<file path="config.mk">
export PLATFORM = sky130hd
export DESIGN_NAME = pad_dir_ctrl
export DESIGN_NICKNAME = d
export VERILOG_FILES = /design/src/rtl/pad_dir_ctrl.sv
export SDC_FILE = /design/constraint.sdc
export NUM_CORES = 1
export LEC_CHECK = 0
export CORE_UTILIZATION = 55
export DETAILED_ROUTE_END_ITERATION = 12
export PLACE_DENSITY_LB_ADDON = 0.08
export SYNTH_ARGS = -nofsm -noshare
export SYNTH_HDL_FRONTEND = slang
export SYNTH_SLANG_ARGS = --single-unit
export TNS_END_PERCENT = 5
</file>
<file path="constraint.sdc">
create_clock -name clk -period 2.2 [get_ports clk]
set_input_delay 0.44 -clock clk [delete_from_list [all_inputs] [get_ports clk]]
set_output_delay 0.44 -clock clk [all_outputs]
set_load 0.01 [all_outputs]
</file>
<file path="src/rtl/pad_dir_ctrl.sv">
// ---------------------------------------------------------------------------
// pad_dir_ctrl
//   Five-button game pad front end. Each raw push-button is synchronised,
//   debounced and edge-detected. The resulting press events drive a small
//   request FSM that presents one direction to a consumer and tracks a
//   pause state toggled by the middle button.
//
// Parameters
//   DEB_CYCLES  debounce stability window in clk cycles (>= 2)
//
// Ports
//   clk        system clock, all state on its rising edge
//   reset      synchronous, active-low reset
//   sw_up, sw_left, sw_mid, sw_right, sw_down
//              raw active-high buttons (asynchronous, may bounce)
//   dir_ack    consumer accepts the presented direction
//   dir_valid  a direction request is pending
//   dir        requested direction: 00 up, 01 down, 10 left, 11 right
//   paused     game-pause state
//   led        one-hot debounced indicator:
//              bit0 down, bit1 left, bit2 mid, bit3 right, bit4 up
// ---------------------------------------------------------------------------
module pad_dir_ctrl #(
    parameter int DEB_CYCLES = 250000
) (
    input  logic       clk,
    input  logic       reset,
    input  logic       sw_up,
    input  logic       sw_left,
    input  logic       sw_mid,
    input  logic       sw_right,
    input  logic       sw_down,
    input  logic       dir_ack,
    output logic       dir_valid,
    output logic [1:0] dir,
    output logic       paused,
    output logic [4:0] led
);

    localparam int              CNT_W    = $clog2(DEB_CYCLES);
    localparam logic [CNT_W-1:0] CNT_LAST = CNT_W'(DEB_CYCLES - 1);
    localparam logic [CNT_W-1:0] CNT_ONE  = CNT_W'(1);

    // Button index: 0 down, 1 left, 2 mid, 3 right, 4 up (same as led bits)
    localparam int B_DOWN  = 0;
    localparam int B_LEFT  = 1;
    localparam int B_MID   = 2;
    localparam int B_RIGHT = 3;
    localparam int B_UP    = 4;

    localparam logic [1:0] DIR_UP    = 2'b00;
    localparam logic [1:0] DIR_DOWN  = 2'b01;
    localparam logic [1:0] DIR_LEFT  = 2'b10;
    localparam logic [1:0] DIR_RIGHT = 2'b11;

    logic [4:0] sw_raw;
    logic [4:0] deb_vec;
    logic [4:0] press_vec;

    assign sw_raw = {sw_up, sw_right, sw_mid, sw_left, sw_down};

    // -----------------------------------------------------------------------
    // Per-button synchroniser, debouncer and press-edge detector
    // -----------------------------------------------------------------------
    genvar gi;
    generate
        for (gi = 0; gi < 5; gi++) begin : g_btn
            logic             sync1_reg;
            logic             sync2_reg;
            logic             deb_reg;
            logic             prev_reg;
            logic [CNT_W-1:0] cnt_reg;

            always_ff @(posedge clk) begin
                if (!reset) begin
                    sync1_reg <= 1'b0;
                    sync2_reg <= 1'b0;
                    deb_reg   <= 1'b0;
                    prev_reg  <= 1'b0;
                    cnt_reg   <= '0;
                end else begin
                    sync1_reg <= sw_raw[gi];
                    sync2_reg <= sync1_reg;
                    prev_reg  <= deb_reg;
                    // The counter measures how long the synced input has
                    // continuously disagreed with the debounced value; any
                    // agreement restarts the window.
                    if (sync2_reg == deb_reg) begin
                        cnt_reg <= '0;
                    end else if (cnt_reg == CNT_LAST) begin
                        deb_reg <= sync2_reg;
                        cnt_reg <= '0;
                    end else begin
                        cnt_reg <= cnt_reg + CNT_ONE;
                    end
                end
            end

            assign deb_vec[gi]   = deb_reg;
            // Rising edge of the debounced level only; releases are silent.
            assign press_vec[gi] = deb_reg & ~prev_reg;
        end
    endgenerate

    // -----------------------------------------------------------------------
    // Direction arbitration: down > left > right > up
    // -----------------------------------------------------------------------
    logic       dir_press;
    logic [1:0] dir_win;

    always_comb begin
        dir_press = press_vec[B_DOWN] | press_vec[B_LEFT] |
                    press_vec[B_RIGHT] | press_vec[B_UP];
        dir_win   = DIR_UP;
        if (press_vec[B_DOWN]) begin
            dir_win = DIR_DOWN;
        end else if (press_vec[B_LEFT]) begin
            dir_win = DIR_LEFT;
        end else if (press_vec[B_RIGHT]) begin
            dir_win = DIR_RIGHT;
        end
    end

    // -----------------------------------------------------------------------
    // Request / pause FSM
    // -----------------------------------------------------------------------
    typedef enum logic [1:0] {
        ST_IDLE  = 2'd0,
        ST_PEND  = 2'd1,
        ST_PAUSE = 2'd2
    } state_t;

    state_t     state_reg, state_next;
    logic [1:0] dir_reg, dir_next;

    always_ff @(posedge clk) begin
        if (!reset) begin
            state_reg <= ST_IDLE;
            dir_reg   <= DIR_UP;
        end else begin
            state_reg <= state_next;
            dir_reg   <= dir_next;
        end
    end

    always_comb begin
        state_next = state_reg;
        dir_next   = dir_reg;
        case (state_reg)
            ST_IDLE: begin
                // A mid press takes precedence and swallows any direction.
                if (press_vec[B_MID]) begin
                    state_next = ST_PAUSE;
                end else if (dir_press) begin
                    state_next = ST_PEND;
                    dir_next   = dir_win;
                end
            end
            ST_PEND: begin
                if (press_vec[B_MID]) begin
                    state_next = ST_PAUSE;
                end else if (dir_press) begin
                    // Newest press replaces the pending one even if the
                    // consumer acknowledges in the same cycle.
                    dir_next = dir_win;
                end else if (dir_ack) begin
                    state_next = ST_IDLE;
                end
            end
            ST_PAUSE: begin
                if (press_vec[B_MID]) begin
                    state_next = ST_IDLE;
                end
            end
            default: begin
                state_next = ST_IDLE;
            end
        endcase
    end

    assign dir_valid = (state_reg == ST_PEND);
    assign paused    = (state_reg == ST_PAUSE);
    assign dir       = dir_reg;

    // -----------------------------------------------------------------------
    // LED: one-hot of the highest-priority debounced button (bit0 highest).
    // Loop runs low-priority first so the highest-priority hit lands last.
    // -----------------------------------------------------------------------
    always_comb begin
        led = '0;
        for (int i = 4; i >= 0; i--) begin
            if (deb_vec[i]) begin
                led    = '0;
                led[i] = 1'b1;
            end
        end
    end

endmodule
</file>
==> flow_metrics.tcl <==
set metrics [dict create \
    synth_flop_cell "dfxtp_1" \
    hold_slack_ps 432 \
    largest_reg_flops 90 \
    min_to "g_btn[4].sync2_reg$_SDFF_PN0_" \
    synthDistinctLibCells 42 \
    cts-buffers-inserted 17 \
    hold_path_class "register to register" \
    synth-seq-cells 114 \
    clk_latency_ps 510 \
    dr.pass1.iters 4 \
    diodes 0 \
    worstMarginPinSlew_ps 584 \
    grt_pass1_wl_um 16500 \
    overflow 0 \
    setup_violations 0 \
    drive_above_1_share 0.0984 \
    routabilityCongestion 0.788 \
    htree_levels 4 \
    critPathMaxStageDelay_ps 570 \
    post_drt_wl_per_cell_um 12.8 \
    max-cap-violations 0 \
    cts.clk_slew.worst_paths_ps 50 \
    regToRegSetupSlack_ps 220 \
    dp_hpwl_um 6340 \
    p_leak_nw 1.97 \
    drv_slew 0 \
    cts_setup_buffers 0 \
    io_buffers 16 \
    worstPathRequired_ps 1760 \
    area_growth_pct 20.0 \
    reg2reg_to "g_btn[4].cnt_reg[15]$_SDFF_PP0_" \
    cts.sinks 114 \
    via_count 3884 \
    post-route-min-period_ps 2120 \
    viasPerCell 5.41 \
    setup_ws_ps 79.3 \
    final_cell_count_no_fill 718 \
    die_w_um 97.0 \
    grt_pass1_vias 3716 \
    initial_core_util 0.569 \
    ys_seq_area_frac 0.460 \
    async_flop_share 0 \
    cts_tree "built" \
    die_y_um 97.0 \
    finalClockSkew_ps 5.33 \
    critPathTopFamily "buffers and inverters" \
    r2r-start "g_btn[4].cnt_reg[10]$_SDFF_PP0_" \
    ys_warn_count 0 \
    clockBufferDepth 2 \
    synth_cells 561 \
    core-area_um2 8720 \
    grt_max_degree 19 \
    wl_met3_um 330 \
    grt.total_usage 0.215 \
    hp-start "g_btn[4].sync1_reg$_SDFF_PN0_" \
    fillCellCount 712 \
    drt_wl_total_um 9210 \
    fin_tns_setup_ps 0 \
    drt-met1-wl_um 4550 \
    crit_chain "nor2b_1, clkdlybuf4s50_1" \
    slowest_stage "clkdlybuf4s50_1" \
    cts_hold_buf 0 \
    cp_data_arrival_time_ps 1680 \
    max_freq_mhz 472 \
    whs_path_depth 1 \
    synth_edf_count 0 \
    cp_max_fo 8 \
    drc_errors 0 \
    dr.first_iter.drc_count 143 \
    start_kind "register" \
    io_pins 17 \
    crit_buf_inv 1 \
    dr_wl_met2_um 4250 \
    dp_slack_ps 244 \
    final_nets 612 \
    min_period_over_period 0.964 \
    ir_drop_mv 0.561 \
    rsz0062_at_grt "false" \
    dp.cells 688 \
    antenna_found_initial 0 \
    p_per_area_nw_per_um2 827 \
    highest_layer "met4" \
    fp-row-count 34 \
    max-slew-margin-rel 0.607 \
    syn_nets 574 \
    ant_nets 0 \
    die_area_um2 9400 \
    hold_violations 0 \
    rr_worst_depth 5 \
    syn-mean-instance-area_um2 8.84 \
    status "finished clean" \
    endpoint_kind "primary output" \
    crit_type "register to primary output" \
    cts-root-buf "clkbuf_8" \
    netlist_area_um2 4960 \
]
-- logic make-up (layout without fill, tap and decap cells) --
kind of cell / Yosys count / in the layout / synth area share
simple gates: 293 / 293 / 0.304
flops: 114 / 114 / 0.460
xor+xnor: 75 / 75 / 0.132
compound gates: 36 / 36 / 0.0517
buf+inv: 34 / 83 / 0.0305
fa+ha+maj: 5 / 5 / 0.0126
mux: 4 / 4 / 0.00807
-- worst max path at each step --
stage	cells past startpoint	slack, ps	to	from
after detailed placement	5	240	g_btn[4].cnt_reg[15]$_SDFF_PP0_	g_btn[4].cnt_reg[10]$_SDFF_PP0_
after floorplan	6	160	g_btn[4].cnt_reg[10]$_SDFF_PP0_	g_btn[4].cnt_reg[9]$_SDFF_PP0_
after global placement	5	290	g_btn[4].cnt_reg[17]$_SDFF_PP0_	g_btn[4].cnt_reg[10]$_SDFF_PP0_
after CTS	2	-10	led[2]	g_btn[0].deb_reg$_SDFFE_PN0P_
after global routing	2	6	led[1]	g_btn[0].deb_reg$_SDFFE_PN0P_
final	2	80	led[1]	g_btn[0].deb_reg$_SDFFE_PN0P_
-- stage by stage --
| step | power (mW) | utilization | cell area (um^2) |
|---|---|---|---|
| floorplan | 2.16 | - | 4960 |
| global placement | 2.18 | 0.610 | 5320 |
| detailed placement | 2.19 | 0.610 | 5320 |
| CTS | 4.98 | 0.682 | 5940 |
| global route | 5.08 | 0.682 | 5950 |
| finish | 4.92 | 0.682 | 5950 |
-- metal layers --
layer	global-route usage	vias up
met5	0	-
met4	0.0735	0
met3	0.0759	7
met2	0.340	56
met1	0.274	1796
li1	-	2025
-- Yosys cell counts, types with 2 or more instances --
| cell type | n | area [um^2] |
|---|---|---|
| dfxtp_1 | 114 | 2280 |
| nor2_1 | 97 | 364 |
| xnor2_1 | 43 | 377 |
| nand3_1 | 34 | 170 |
| nand2_1 | 33 | 124 |
| xor2_1 | 32 | 280 |
| nand4_1 | 29 | 181 |
| nor4_1 | 23 | 144 |
| inv_1 | 19 | 71.3 |
| and2_1 | 18 | 113 |
| a21oi_1 | 12 | 60.1 |
| clkbuf_1 | 11 | 41.3 |
| nor3_1 | 11 | 55.1 |
| o21ai_0 | 10 | 50.1 |
| and4_1 | 8 | 70.1 |
| or4_1 | 7 | 52.6 |
| nor2b_1 | 6 | 37.5 |
| nor4b_1 | 6 | 52.6 |
| ha_1 | 5 | 62.6 |
| nand2b_1 | 5 | 31.3 |
| or3_1 | 5 | 31.3 |
| and3_1 | 4 | 25.0 |
| mux2i_1 | 4 | 40.0 |
| nand4b_1 | 3 | 26.3 |
| o31ai_1 | 3 | 22.5 |
| o211ai_1 | 2 | 15.0 |
| o41ai_2 | 2 | 32.5 |
-- area by class of cell --
cell class,instances,area (um^2),area share
Multi-Input combinational cell,413,2540,0.428
Sequential cell,114,2290,0.384
Clock buffer,20,445,0.0749
Timing Repair Buffer,34,308,0.0517
Clock inverter,10,159,0.0267
Tap cell,108,135,0.0227
Inverter,19,71.3,0.0120
-- layout by cell type, fill, tap and decap left out, drive strengths merged, types with 4 or more instances in the layout --
cell type / Yosys / layout
or3: 5 / 5
dfxtp: 114 / 114
buf: 4 / 18
or4: 8 / 8
clkdlybuf4s50: 0 / 13
bufinv: 0 / 4
o21ai: 10 / 10
nor4: 23 / 23
nor2: 97 / 97
nand3: 34 / 34
and2: 18 / 18
nand4: 29 / 29
and3: 5 / 5
inv: 19 / 19
nor3: 11 / 11
nand2: 33 / 33
a21oi: 12 / 12
xnor2: 43 / 43
o211ai: 4 / 4
clkbuf: 11 / 20
and4: 8 / 8
ha: 5 / 5
xor2: 32 / 32
clkinv: 0 / 4
nor4b: 6 / 6
nand2b: 5 / 5
nor2b: 6 / 6
mux2i: 4 / 4
-- timing repair --
item                       4_1_cts  5_1_grt
setup endpoints to repair        4        2
gates resized for setup          7        2
pin swaps                        0        1
-- report_power, final --
group | switching, mW | leakage [nW] | internal (mW)
clock | 0.901 | 0.293 | 1.88
combinational | 0.0289 | 0.759 | 0.0294
sequential | 0.00658 | 0.922 | 2.08
Note: power is estimated with default switching activity, not from simulation.
